File: src/rtl/s_block_pkg.sv
// Shared status codes and command encodings for the slave responder and its master-side peer.
package s_block_pkg;

  typedef enum logic [1:0] {
    ST_IDLE  = 2'd0,
    ST_BUSY  = 2'd1,
    ST_RDATA = 2'd2,
    ST_DONE  = 2'd3
  } state_t;

  localparam logic CMD_READ  = 1'b0;
  localparam logic CMD_WRITE = 1'b1;

endpackage

File: src/rtl/s_regfile.sv
// Local register file: synchronous write, combinational read, contents untouched by reset.
// Single address port; the responder reads and writes only its latched request address.
module s_regfile #(
  parameter int DATA_W = 8,
  parameter int ADDR_W = 4
) (
  input  logic              clk,
  input  logic              we,
  input  logic [ADDR_W-1:0] addr,
  input  logic [DATA_W-1:0] wdata,
  output logic [DATA_W-1:0] rdata
);

  logic [DATA_W-1:0] mem [2**ADDR_W];

  always_ff @(posedge clk) begin
    if (we) mem[addr] <= wdata;
  end

  assign rdata = mem[addr];

endmodule

File: src/rtl/s_block.sv
// Slave responder: captures one request, acks LATENCY+1 cycles after capture, holds read data until consumed.
// No back-pressure beyond withholding ack; requests arriving while busy are dropped, not queued.
module s_block
  import s_block_pkg::*;
#(
  parameter int DATA_W  = 8,
  parameter int ADDR_W  = 4,
  parameter int LATENCY = 2
) (
  input  logic              clk,
  input  logic              rst,
  input  logic              req,
  input  logic              master_in,
  input  logic              cmd,
  input  logic [ADDR_W-1:0] addr,
  input  logic [DATA_W-1:0] wdata,
  input  logic              data_read,
  output logic              ack,
  output logic              ack_master,
  output logic [DATA_W-1:0] rdata,
  output logic              rvalid,
  output logic [1:0]        req_stat
);

  typedef struct packed {
    logic              master;
    logic              cmd;
    logic [ADDR_W-1:0] addr;
    logic [DATA_W-1:0] wdata;
  } req_t;

  localparam logic [3:0] LAT = 4'(LATENCY);

  state_t            state, state_nxt;
  logic [3:0]        cnt;
  logic              armed;
  req_t              lat;
  logic              capture;
  logic              enter_done;
  logic              mem_we;
  logic [DATA_W-1:0] mem_rd;

  assign capture    = (state == ST_IDLE) && req && armed;
  assign enter_done = (state == ST_BUSY) && (cnt == 4'd0);
  // Reset on the same edge aborts the write.
  assign mem_we     = enter_done && (lat.cmd == CMD_WRITE) && !rst;
  assign req_stat   = state;

  s_regfile #(
    .DATA_W(DATA_W),
    .ADDR_W(ADDR_W)
  ) u_regfile (
    .clk  (clk),
    .we   (mem_we),
    .addr (lat.addr),
    .wdata(lat.wdata),
    .rdata(mem_rd)
  );

  always_comb begin
    state_nxt = state;
    case (state)
      ST_IDLE:  if (req && armed) state_nxt = ST_BUSY;
      ST_BUSY:  if (cnt == 4'd0) state_nxt = ST_DONE;
      ST_DONE:  state_nxt = (lat.cmd == CMD_WRITE) ? ST_IDLE : ST_RDATA;
      ST_RDATA: if (data_read) state_nxt = ST_IDLE;
      default:  state_nxt = ST_IDLE;
    endcase
  end

  always_ff @(posedge clk) begin
    if (rst) begin
      state <= ST_IDLE;
    end else begin
      state <= state_nxt;
    end
  end

  always_ff @(posedge clk) begin
    if (rst) begin
      cnt        <= 4'd0;
      armed      <= 1'b1;
      lat        <= '0;
      ack        <= 1'b0;
      ack_master <= 1'b0;
      rdata      <= '0;
      rvalid     <= 1'b0;
    end else begin
      ack <= enter_done;

      if (capture) begin
        lat <= {master_in, cmd, addr, wdata};
        cnt <= LAT;
      end else if ((state == ST_BUSY) && (cnt != 4'd0)) begin
        cnt <= cnt - 4'd1;
      end

      // A low req re-arms even on the DONE-entry edge; a req held high stays disarmed.
      if (!req) begin
        armed <= 1'b1;
      end else if (enter_done) begin
        armed <= 1'b0;
      end

      if (enter_done) begin
        ack_master <= lat.master;
        if (lat.cmd == CMD_READ) begin
          rdata  <= mem_rd;
          rvalid <= 1'b1;
        end
      end

      if ((state == ST_RDATA) && data_read) rvalid <= 1'b0;
    end
  end

endmodule
File: config.mk
export PLATFORM = sky130hd
export DESIGN_NAME = s_block
export DESIGN_NICKNAME = d
export VERILOG_FILES = /design/src/rtl/s_block_pkg.sv /design/src/rtl/s_regfile.sv /design/src/rtl/s_block.sv
export SDC_FILE = /design/constraint.sdc
export NUM_CORES = 1
export LEC_CHECK = 0
export ABC_AREA = 1
export BUFFER_PORTS_ARGS = -buffer_cell sky130_fd_sc_hd__buf_2
export CAP_MARGIN = 40
export CORE_MARGIN = 8
export CORE_UTILIZATION = 30
export CTS_CLUSTER_SIZE = 25
export DETAILED_ROUTE_END_ITERATION = 8
export PLACE_DENSITY_LB_ADDON = 0.08
export SETUP_SLACK_MARGIN = 0.3
export SYNTH_ARGS = -nofsm -noshare
export SYNTH_HDL_FRONTEND = slang
export SYNTH_SLANG_ARGS = --single-unit
File: constraint.sdc
create_clock -name clk -period 1.8 [get_ports clk]
set_input_delay 0.09 -clock clk [delete_from_list [all_inputs] [get_ports clk]]
set_output_delay 0.09 -clock clk [all_outputs]
set_load 0.03 [all_outputs]
; ---- Word-level counts from Yosys, hierarchy flattened
; Memories as Yosys holds them, arrays and structs flattened. A register that Yosys moved wholly into a read port is not among the register bits.
; Index checks and enable logic that the tools add are counted.
[classes]
n_reduce_logical = 18
n_bitwise = 2
n_addsub = 1
order_cmp = 0
n_mux = 9
div_mod_pow = 0
mul = 0
eq_ne = 6
shift = 0
[ops]
columns = op, n
row1 = 2-bit two-way mux, 6
row2 = 1-bit logical AND, 8
row3 = 2-bit one-hot mux with 4 select lines, 1
row4 = 2-bit OR reduction, 3
row5 = "2-bit == test, second input constant", 2
row6 = 4-bit logical NOT, 1
row7 = "2-bit inequality test, second input constant", 2
row8 = 4-bit nonzero test, 1
row9 = "4-bit by 1-bit subtractor with 4-bit output, second input constant", 1
row10 = 3-bit AND reduction, 1
row11 = "2-bit by 1-bit == test with 1-bit output, second input constant", 1
row12 = 2-bit logical NOT, 1
row13 = 1-bit two-way mux, 2
row14 = "2-bit by 1-bit inequality test with 1-bit output, second input constant", 1
row15 = 1-bit NOT, 2
row16 = 2-bit AND reduction, 1
row17 = 2-bit nonzero test, 1
row18 = 1-bit logical NOT, 1
[word_totals]
out_inout_bits = 13
input_bits = 18
rom_bits = 0
reg_bits = 24
memories = 1
ram_bits = 128
elab_cells = 48
latch_bits = 0
[memory_table]
columns = name, words, word_bits, rd, rd_ports_with_merged_regs, wr, line_no
row1 = u_regfile.mem, 16, 8, 1, 1, 1, s_regfile.sv:14  ; logic [DATA_W-1:0] mem [2**ADDR_W];

; ---- Depth between registers and ports, before layout
; Gate-level depths: netlist of the first run.
[logic_depth]
ltp_word = 6
depth_mapped = 11

; ---- Cells and area by module
; Synthesis of the first run repeated with hierarchy kept, for this count alone.
[hier_totals]
cells_unflattened = 721
area_unflattened_um2 = 6731.5
[by_module_without_submodules]
columns = module, cells_per_inst, n_inst, seq_area_each_um2, area_each_um2
row1 = s_regfile, 540, 1, 3843.7, 5432.7
row2 = s_block, 181, 1, 640.6, 1298.7

; ---- Worst setup path after synthesis of the first run
; Ideal clock, no wire load.
[synth_timing]
path_kind = flip-flop to flip-flop
start = register state[0], in the netlist req_stat[0]
end = memory u_regfile.mem[12][0], enable pin
setup_ns = 0.370
stages_incl_launch_ff = 9
setup_slack_ns = -0.252
synth_period_minus_slack_ns = 2.052
t_required_ns = 1.430
arrival_time_ns = 1.681
cell_sequence = dfxtp_1 -> inv_2 -> nor2_4 -> inv_2 -> nor2_4 -> inv_2 -> nor3_4 -> nand3_2 -> nor2_1
[synth_between]
elab_chain_cells = 6
[synth_lines]
columns = element, line_no
row1 = "start, declared", s_block.sv:34  ; state_t state, state_nxt;
row2 = "start signal, assigned", s_block.sv:75  ; state <= state_nxt;
row3 = 2-bit by 1-bit == test with 1-bit output, s_block.sv:44  ; assign enter_done = (state == ST_BUSY) && (cnt == 4'd0);
row4 = 1-bit logical AND, s_block.sv:44
row5 = 1-bit logical AND (2 in series), s_block.sv:46  ; assign mem_we = enter_done && (lat.cmd == CMD_WRITE) && !rst;
row6 = 1-bit two-way mux, s_regfile.sv:17  ; if (we) mem[addr] <= wdata;
row7 = 1-bit two-way mux (not written as such), s_regfile.sv:17
row8 = "end, declared", s_regfile.sv:14
; Every way passes these cells.

; ---- Worst setup path after layout of the first run
[layout_timing]
start = register cnt[1]
end = memory u_regfile.mem[12][2], enable pin
[layout_between]
elab_chain_cells = 6
[layout_lines]
columns = element, line_no
row1 = "start, declared", s_block.sv:35  ; logic [3:0] cnt;
row2 = "start signal, assigned", s_block.sv:95  ; cnt <= cnt - 4'd1;
row3 = 4-bit logical NOT, s_block.sv:44
row4 = 1-bit logical AND, s_block.sv:44
row5 = 1-bit logical AND (2 in series), s_block.sv:46
row6 = 1-bit two-way mux, s_regfile.sv:17
row7 = 1-bit two-way mux (not written as such), s_regfile.sv:17
; Every way passes these cells.

==> flow_metrics.py, run 1 <==
metrics = {
    "drt": {
        "viasPerCell": 4.56,
        "first_iter_violations": 295,
        "wl_um": 17500,
        "route.detailed.drc": 0,
        "drtAntennaViolNets": 0,
        "wire_per_inst_um": 17.2,
        "dr.pass1.iters": 5,
        "vias": 4647,
    },
    "synthesis": {
        "synth_edf_count": 128,
        "syn_avg_cell_area_sq_um": 10.2,
        "syn_area_sq_mm": 0.00652,
        "syn_inst": 640,
        "yosysTopAreaCell": "edfxtp_1",
        "syn-num-nets": 659,
        "yosys-top-cells-count": "nand2_1 (265), edfxtp_1 (128), nor2_1 (61)",
        "ys_seq_area_frac": 0.688,
        "synth_seq_cells": 160,
        "netlist_top_cells_area": "edfxtp_1 (59%), nand2_1 (15%), dfxtp_1 (9.8%), nand3_1 (3.5%), nor2_1 (3.5%)",
        "synth_cell_types": 24,
        "synthFlopType": "edfxtp_1",
        "synthMostInstantiatedCell": "nand2_1",
        "yosysWarnings": 0,
        "synthArstFlopShare": 0,
        "synth.top_cell.area_share": 0.589,
    },
    "finish": {
        "area_growth_pct": 28.7,
        "finalNetCount": 745,
        "antenna_cells": 0,
        "drive_above_1_share": 0.218,
        "stdcell_area_sq_mm": 0.00840,
    },
    "pwr": {
        "clockPowerShare": 0.404,
        "worst_ir_drop_vdd_mv": 0.678,
        "seq_power_share": 0.452,
        "intPower_uw": 6810,
        "p_comb_frac": 0.144,
        "switchingPower_uw": 2410,
        "swShare": 0.261,
        "power_per_cell_area_mw_per_mm2": 1100,
        "power_uw": 9220,
        "p_leak_uw": 0.00332,
    },
    "global_routing": {
        "grt_max_degree": 40,
        "grt_overflow": 0,
        "grt_pass1_vias": 4695,
        "antenna_found_initial": 0,
        "grt_use_total": 0.139,
        "grt_pass1_wl_um": 27300,
    },
    "die": {
        "initial_utilization": 0.303,
        "rows": 54,
        "die_y_um": 163,
        "ios": 31,
        "die_area_sq_mm": 0.0267,
        "fp.dieW_um": 163,
        "fp.coreArea_sq_mm": 0.0216,
    },
    "placement": {
        "dpl.hpwl_um": 11900,
        "gp_congestion": 0.791,
        "port-buffer-count": 30,
        "post_dp_cell_area_sq_mm": 0.00742,
    },
    "timing": {
        "slew_headroom": 0.719,
        "slew_violations": 0,
        "fmax_ghz": 0.526,
        "rsz0062_at_grt": "yes",
        "worstMarginPinSlew_ps": 421,
        "fin_skew_ps": 10.0,
        "final-hold-violation-count": 0,
        "finalCritPeriodShare": 1.06,
        "setup_violations": 128,
        "holdWs_ps": 212,
        "layout_min_cycle_time_ps": 1900,
        "fin_ws_ps": -103,
    },
    "worst_setup_path": {
        "critPathCaptureType": "flip-flop",
        "start_kind": "flip-flop",
        "arrival_ps": 2020,
        "crit_fanout": 8,
        "path_class": "reg2reg",
        "r2r_slack_ps": -100,
        "reg2reg_depth": 10,
        "crit_required_ps": 1910,
    },
    "clock_tree": {
        "clkTransAtPathRegs_ps": 60,
        "cts.sinks": 160,
        "cts-buffers-inserted": 17,
        "cts-root-buf": "clkbuf_16",
        "clock_latency_ps": 430,
        "htreeDepth": 4,
        "cts_tree": "built",
        "clockBufferDepth": 2,
    },
    "worst_hold_path": {
        "min_path_type": "in2reg",
        "hold_depth": 4,
    },
    "outcome": {
        "violations": "setup timing",
        "status": "finished with violations",
    },
    "run": {
        "cap_violations": 0,
    },
}
## cell type report
cell class                      instances  area (sq um)
Sequential cell                       160          4490
Clock buffer                           23           533
Fill cell                            2083         13200
Tap cell                              280           350
Inverter                               26           113
Timing Repair Buffer                   95           817
Clock inverter                          9          86.3
Multi-Input combinational cell        426          2000
## kinds of logic after synthesis
logic type	count (synthesis)	share of synthesized area
and+or+nand+nor	388	0.243
AOI/OAI and AO/OA	37	0.0295
adders and majority gates	1	0.00192
buffers and inverters	54	0.0374
DFF	160	0.688
## state kept, by name, indices dropped and copies added, names as in the netlist, 2 cells and up
| register | count |
|---|---|
| u_regfile.mem | 128 |
| lat | 14 |
| rdata | 8 |
| cnt | 4 |
| req_stat | 2 |
## cell usage in the layout (no fill, tap or decap), types with 3 or more instances in the layout
cell / count
a21oi_1: 8
buf_12: 6
buf_2: 30
buf_4: 30
buf_6: 11
clkbuf_16: 21
dfxtp_1: 27
dfxtp_2: 4
dlygate4sd3_1: 17
edfxtp_1: 128
inv_1: 17
inv_2: 6
inv_4: 4
nand2_1: 263
nand3_1: 44
nand3_2: 4
nand4_1: 8
nor2_1: 39
nor2_2: 5
nor2_4: 19
o21ai_0: 17
o21ai_1: 3
o21ai_2: 6
## power by group through the flow
stage / sequential (uW) / combinational [uW] / clock [uW]
finish: 4160 / 1330 / 3730
global route: 4170 / 1470 / 3940
CTS: 4160 / 1310 / 3820
detailed placement: 4240 / 1230 / 0
global placement: 4240 / 1240 / 0
floorplan: 4340 / 613 / 0
## what timing repair did
item                                    4_1_cts  5_1_grt
endpoints found under the hold margin        19        0
hold buffers                                 17        0
resized for setup                            16       22
pin swaps                                     9       22
endpoints found under the setup margin      136      146
gates cloned                                  1        0
buffers inserted                              4        2
## per-layer routing
layer / global-route usage / up-vias / share of wire
met2: 0.208 / 91 / 0.45
met4: 0.0555 / 0 / 0.018
met5: 0 / - / 0
li1: - / 2304 / -
met1: 0.193 / 2234 / 0.50
met3: 0.0272 / 18 / 0.035
## final timing paths
path                                          start                             end
worst max-delay path            cnt[1]$_SDFFE_PP0P_  u_regfile.mem[12][2]$_DFFE_PP_
worst min-delay path                            rst           rdata[5]$_SDFFE_PP0P_
worst max register to register  cnt[1]$_SDFFE_PP0P_  u_regfile.mem[12][2]$_DFFE_PP_
worst min register to register   armed$_SDFFE_PP1N_              armed$_SDFFE_PP1N_
## critical path, cell delays in order (launching register included)
cell and delay [ps]:
dfxtp_2 320, inv_2 70, ha_4 140, nand3_4 90, nor2_4 140, inv_2 60, nor3_4 110, buf_6 150
buf_6 100, nand3_4 130, nor2_4 280
## metrics by stage
step	utilization	instances	worst slack [ps]	setup TNS [ps]
floorplan	-	640	22.4	0
global placement	0.344	963	-147	-11880
detailed placement	0.344	963	-186	-14620
CTS	0.386	1017	-169	-13870
global route	0.390	1019	-225	-21490
finish	0.390	1019	-103	-6240
Power figures use the tool's default switching activity.
==> run 2, diff against run 1 <==
--- a/config.mk
+++ b/config.mk
@@ -5,7 +5,6 @@
 export SDC_FILE = /design/constraint.sdc
 export NUM_CORES = 1
 export LEC_CHECK = 0
-export ABC_AREA = 1
 export BUFFER_PORTS_ARGS = -buffer_cell sky130_fd_sc_hd__buf_2
 export CAP_MARGIN = 40
 export CORE_MARGIN = 8
==> run 2 against run 1 <==
The run still ends with setup timing left. Sequential share of layout area is 1.3 points lower. Total power is 3.5% lower. Maximum frequency is 0.66% lower. Synthesized area is 2.3% lower. First-iteration DRC count is 16% lower. Sequential power hardly changed. Global-route usage is 0.72 points lower. Routed wire length is 5.3% lower. Clock power is 5.9% lower. Die area is 2.1% lower. Clock skew is 3.9 ps higher. Design area is 2.5% higher.
==> flow_metrics.py, run 2 <==
metrics = {
    "outcome": {
        "status": "finished with violations",
        "violations": "setup timing",
    },
    "synthesis": {
        "ys_seq_area_frac": 0.704,
        "syn_inst": 357,
        "synth_seq_cells": 160,
        "synthMostInstantiatedCell": "edfxtp_1",
        "synth_edf_count": 128,
        "synth_xor_area_frac": 0,
        "yosysWarnings": 0,
        "synth_top_family_by_area": "multiplexers",
        "synthSimpleGateAreaFrac": 0.0709,
        "yosysTopAreaCell": "edfxtp_1",
        "syn_area_sq_mm": 0.00637,
        "syn-num-nets": 376,
        "synthAdderAreaFrac": 0.00196,
        "syn_avg_cell_area_sq_um": 17.8,
        "netlist_top_cells_area": "edfxtp_1 (60%), dfxtp_1 (10%), mux4_2 (6.4%), mux4_1 (5.8%), mux2i_1 (2.7%)",
        "muxShareOfSynthArea": 0.148,
        "yosys-top-cells-count": "edfxtp_1 (128), dfxtp_1 (32), nand2_1 (30)",
        "synth_compound_area_frac": 0.0462,
        "synth.top_cell.area_share": 0.603,
        "synthArstFlopShare": 0,
        "synthFlopType": "edfxtp_1",
        "synth_cell_types": 39,
    },
    "clock_tree": {
        "cts.sinks": 160,
        "cts-buffers-inserted": 17,
        "cts-root-buf": "clkbuf_16",
        "clock_latency_ps": 420,
        "clkTransAtPathRegs_ps": 80,
        "clockBufferDepth": 2,
        "htreeDepth": 4,
        "cts_tree": "built",
    },
    "worst_setup_path": {
        "reg2reg_to": "u_regfile.mem[1][4]$_DFFE_PP_",
        "r2r_slack_ps": -120,
        "crit_end": "u_regfile.mem[1][4]$_DFFE_PP_",
        "reg2reg_depth": 7,
        "crit_start": "cnt[0]$_SDFFE_PP0P_",
        "start_kind": "flip-flop",
        "crit_fanout": 8,
        "r2r-start": "cnt[0]$_SDFFE_PP0P_",
        "arrival_ps": 2050,
        "critPathCaptureType": "flip-flop",
        "crit_required_ps": 1940,
        "path_class": "reg2reg",
    },
    "drt": {
        "first_iter_violations": 248,
        "route.detailed.drc": 0,
        "vias": 3651,
        "dr.pass1.iters": 4,
        "viasPerCell": 4.77,
        "wl_um": 16600,
        "wire_per_inst_um": 21.7,
        "drtAntennaViolNets": 0,
    },
    "pwr": {
        "clockPowerShare": 0.395,
        "p_comb_frac": 0.138,
        "swShare": 0.271,
        "p_leak_uw": 0.00296,
        "switchingPower_uw": 2410,
        "seq_power_share": 0.467,
        "power_per_cell_area_mw_per_mm2": 1030,
        "worst_ir_drop_vdd_mv": 0.592,
        "intPower_uw": 6480,
    },
    "die": {
        "die_area_sq_mm": 0.0262,
        "initial_utilization": 0.304,
        "die_y_um": 162,
        "fp.coreArea_sq_mm": 0.0210,
        "fp.dieW_um": 162,
        "rows": 53,
        "ios": 31,
    },
    "placement": {
        "dpl.hpwl_um": 10800,
        "dp_cells": 696,
        "gp_congestion": 0.723,
        "port-buffer-count": 30,
    },
    "timing": {
        "worstMarginPinSlew_ps": 661,
        "finalCritPeriodShare": 1.06,
        "fmax_ghz": 0.522,
        "fin_skew_ps": 13.9,
        "slew_violations": 0,
        "slew_headroom": 0.559,
        "layout_min_cycle_time_ps": 1920,
        "rsz0062_at_grt": "yes",
        "setup_violations": 122,
        "final-hold-violation-count": 0,
        "fin_ws_ps": -115,
    },
    "finish": {
        "area_growth_pct": 35.0,
        "final_common_cell": "edfxtp_1",
        "utilization": 0.410,
        "largest_reg_flops": 128,
        "finalNetCount": 496,
        "layout.cells.most_common_list": "edfxtp_1 (128), buf_4 (43), nand2_1 (30), mux4_2 (30), buf_2 (30)",
        "seqCellArea_sq_mm": 0.00450,
        "drive_above_1_share": 0.455,
        "antenna_cells": 0,
        "multiInputGateArea_sq_mm": 0.00201,
        "reg_top3": "u_regfile.mem: 128 flops, lat: 14 flops, rdata: 8 flops",
        "largest-register": "u_regfile.mem",
        "nFillCells": 1915,
        "final_cells": 765,
    },
    "global_routing": {
        "grt_max_degree": 33,
        "grt_pass1_wl_um": 25100,
        "grt_pass1_vias": 3844,
        "antenna_found_initial": 0,
        "grt_overflow": 0,
        "grt_use_total": 0.132,
    },
    "worst_hold_path": {
        "min_path_type": "in2reg",
    },
    "run": {
        "cap_violations": 0,
    },
}
-- run 2: cell types whose count changed after synthesis, moves of 17 or more --
cell / change
nand3_1: -43
nand2_1: -235
nor2_1: -59
mux4_2: +18
o21ai_0: -20
mux2i_1: +17
-- run 2: power by group through the flow --
stage,clock [uW],sequential (uW),combinational (uW)
after global placement,0,4240,968
after floorplan,0,4300,543
after detailed placement,0,4240,964
after CTS,3590,4160,1120
final,3510,4160,1230
after global routing,3740,4170,1320
-- run 2: logic make-up after synthesis --
logic type / Yosys count
adder cells (fa/ha/maj): 1
AND/OR/NAND/NOR: 70
flip-flops: 160
multiplexers: 49
buffers and inverters: 32
AO/OA/AOI/OAI: 45
-- run 2: per-layer routing --
layer,global-route usage,vias to the layer above,share of wire
li1,-,1699,-
met1,0.184,1881,0.48
met2,0.200,65,0.47
met3,0.0326,6,0.038
met4,0.0370,0,0.0070
met5,0,-,0
-- run 2: stage by stage --
stage | TNS [ps] | total power (uW) | hold WS [ps] | cell area (sq um) | worst slack, ps
after floorplan | -8940 | 4840 | 176 | 6600 | -109
after global placement | -4550 | 5200 | 318 | 7450 | -155
after detailed placement | -4950 | 5210 | 324 | 7450 | -165
after CTS | -9300 | 8860 | 88.7 | 8430 | -134
after global routing | -20210 | 9220 | 131 | 8600 | -217
final | -8830 | 8900 | 112 | 8600 | -115
-- run 2: worst min path at each step --
stage	startpoint	end	slack [ps]	depth (start not counted)
after floorplan	req	armed$_SDFFE_PP1N_	180	1
after global placement	data_read	rvalid$_SDFFE_PP0P_	320	2
after detailed placement	data_read	rvalid$_SDFFE_PP0P_	320	2
after CTS	rst	cnt[0]$_SDFFE_PP0P_	90	4
after global routing	rst	cnt[3]$_SDFFE_PP0P_	130	4
final	rst	cnt[3]$_SDFFE_PP0P_	110	4
-- run 2: area by class of cell --
type,instances,area share
inverter,8,0.00378
clock buffer,17,0.0495
clock inverter,15,0.0167
tap,275,0.0400
sequential,160,0.523
timing repair buffer,124,0.134
multi-input combinational,166,0.234
-- run 2: critical path: stages, from the launching register on --
cell and delay [ps]:
dfxtp_2 330, inv_2 70, ha_4 120, nor3b_4 280, nand4_4 180, buf_12 200, nor4_4 240, buf_4 200
-- run 2: timing repair --
item | in CTS | in global routing
hold buffers | 17 | 0
pin swaps | 3 | 17
gates resized for setup | 43 | 25
gates cloned | 1 | 2
hold endpoints to repair | 17 | 0
endpoints found under the setup margin | 140 | 143
buffers inserted | 12 | 5
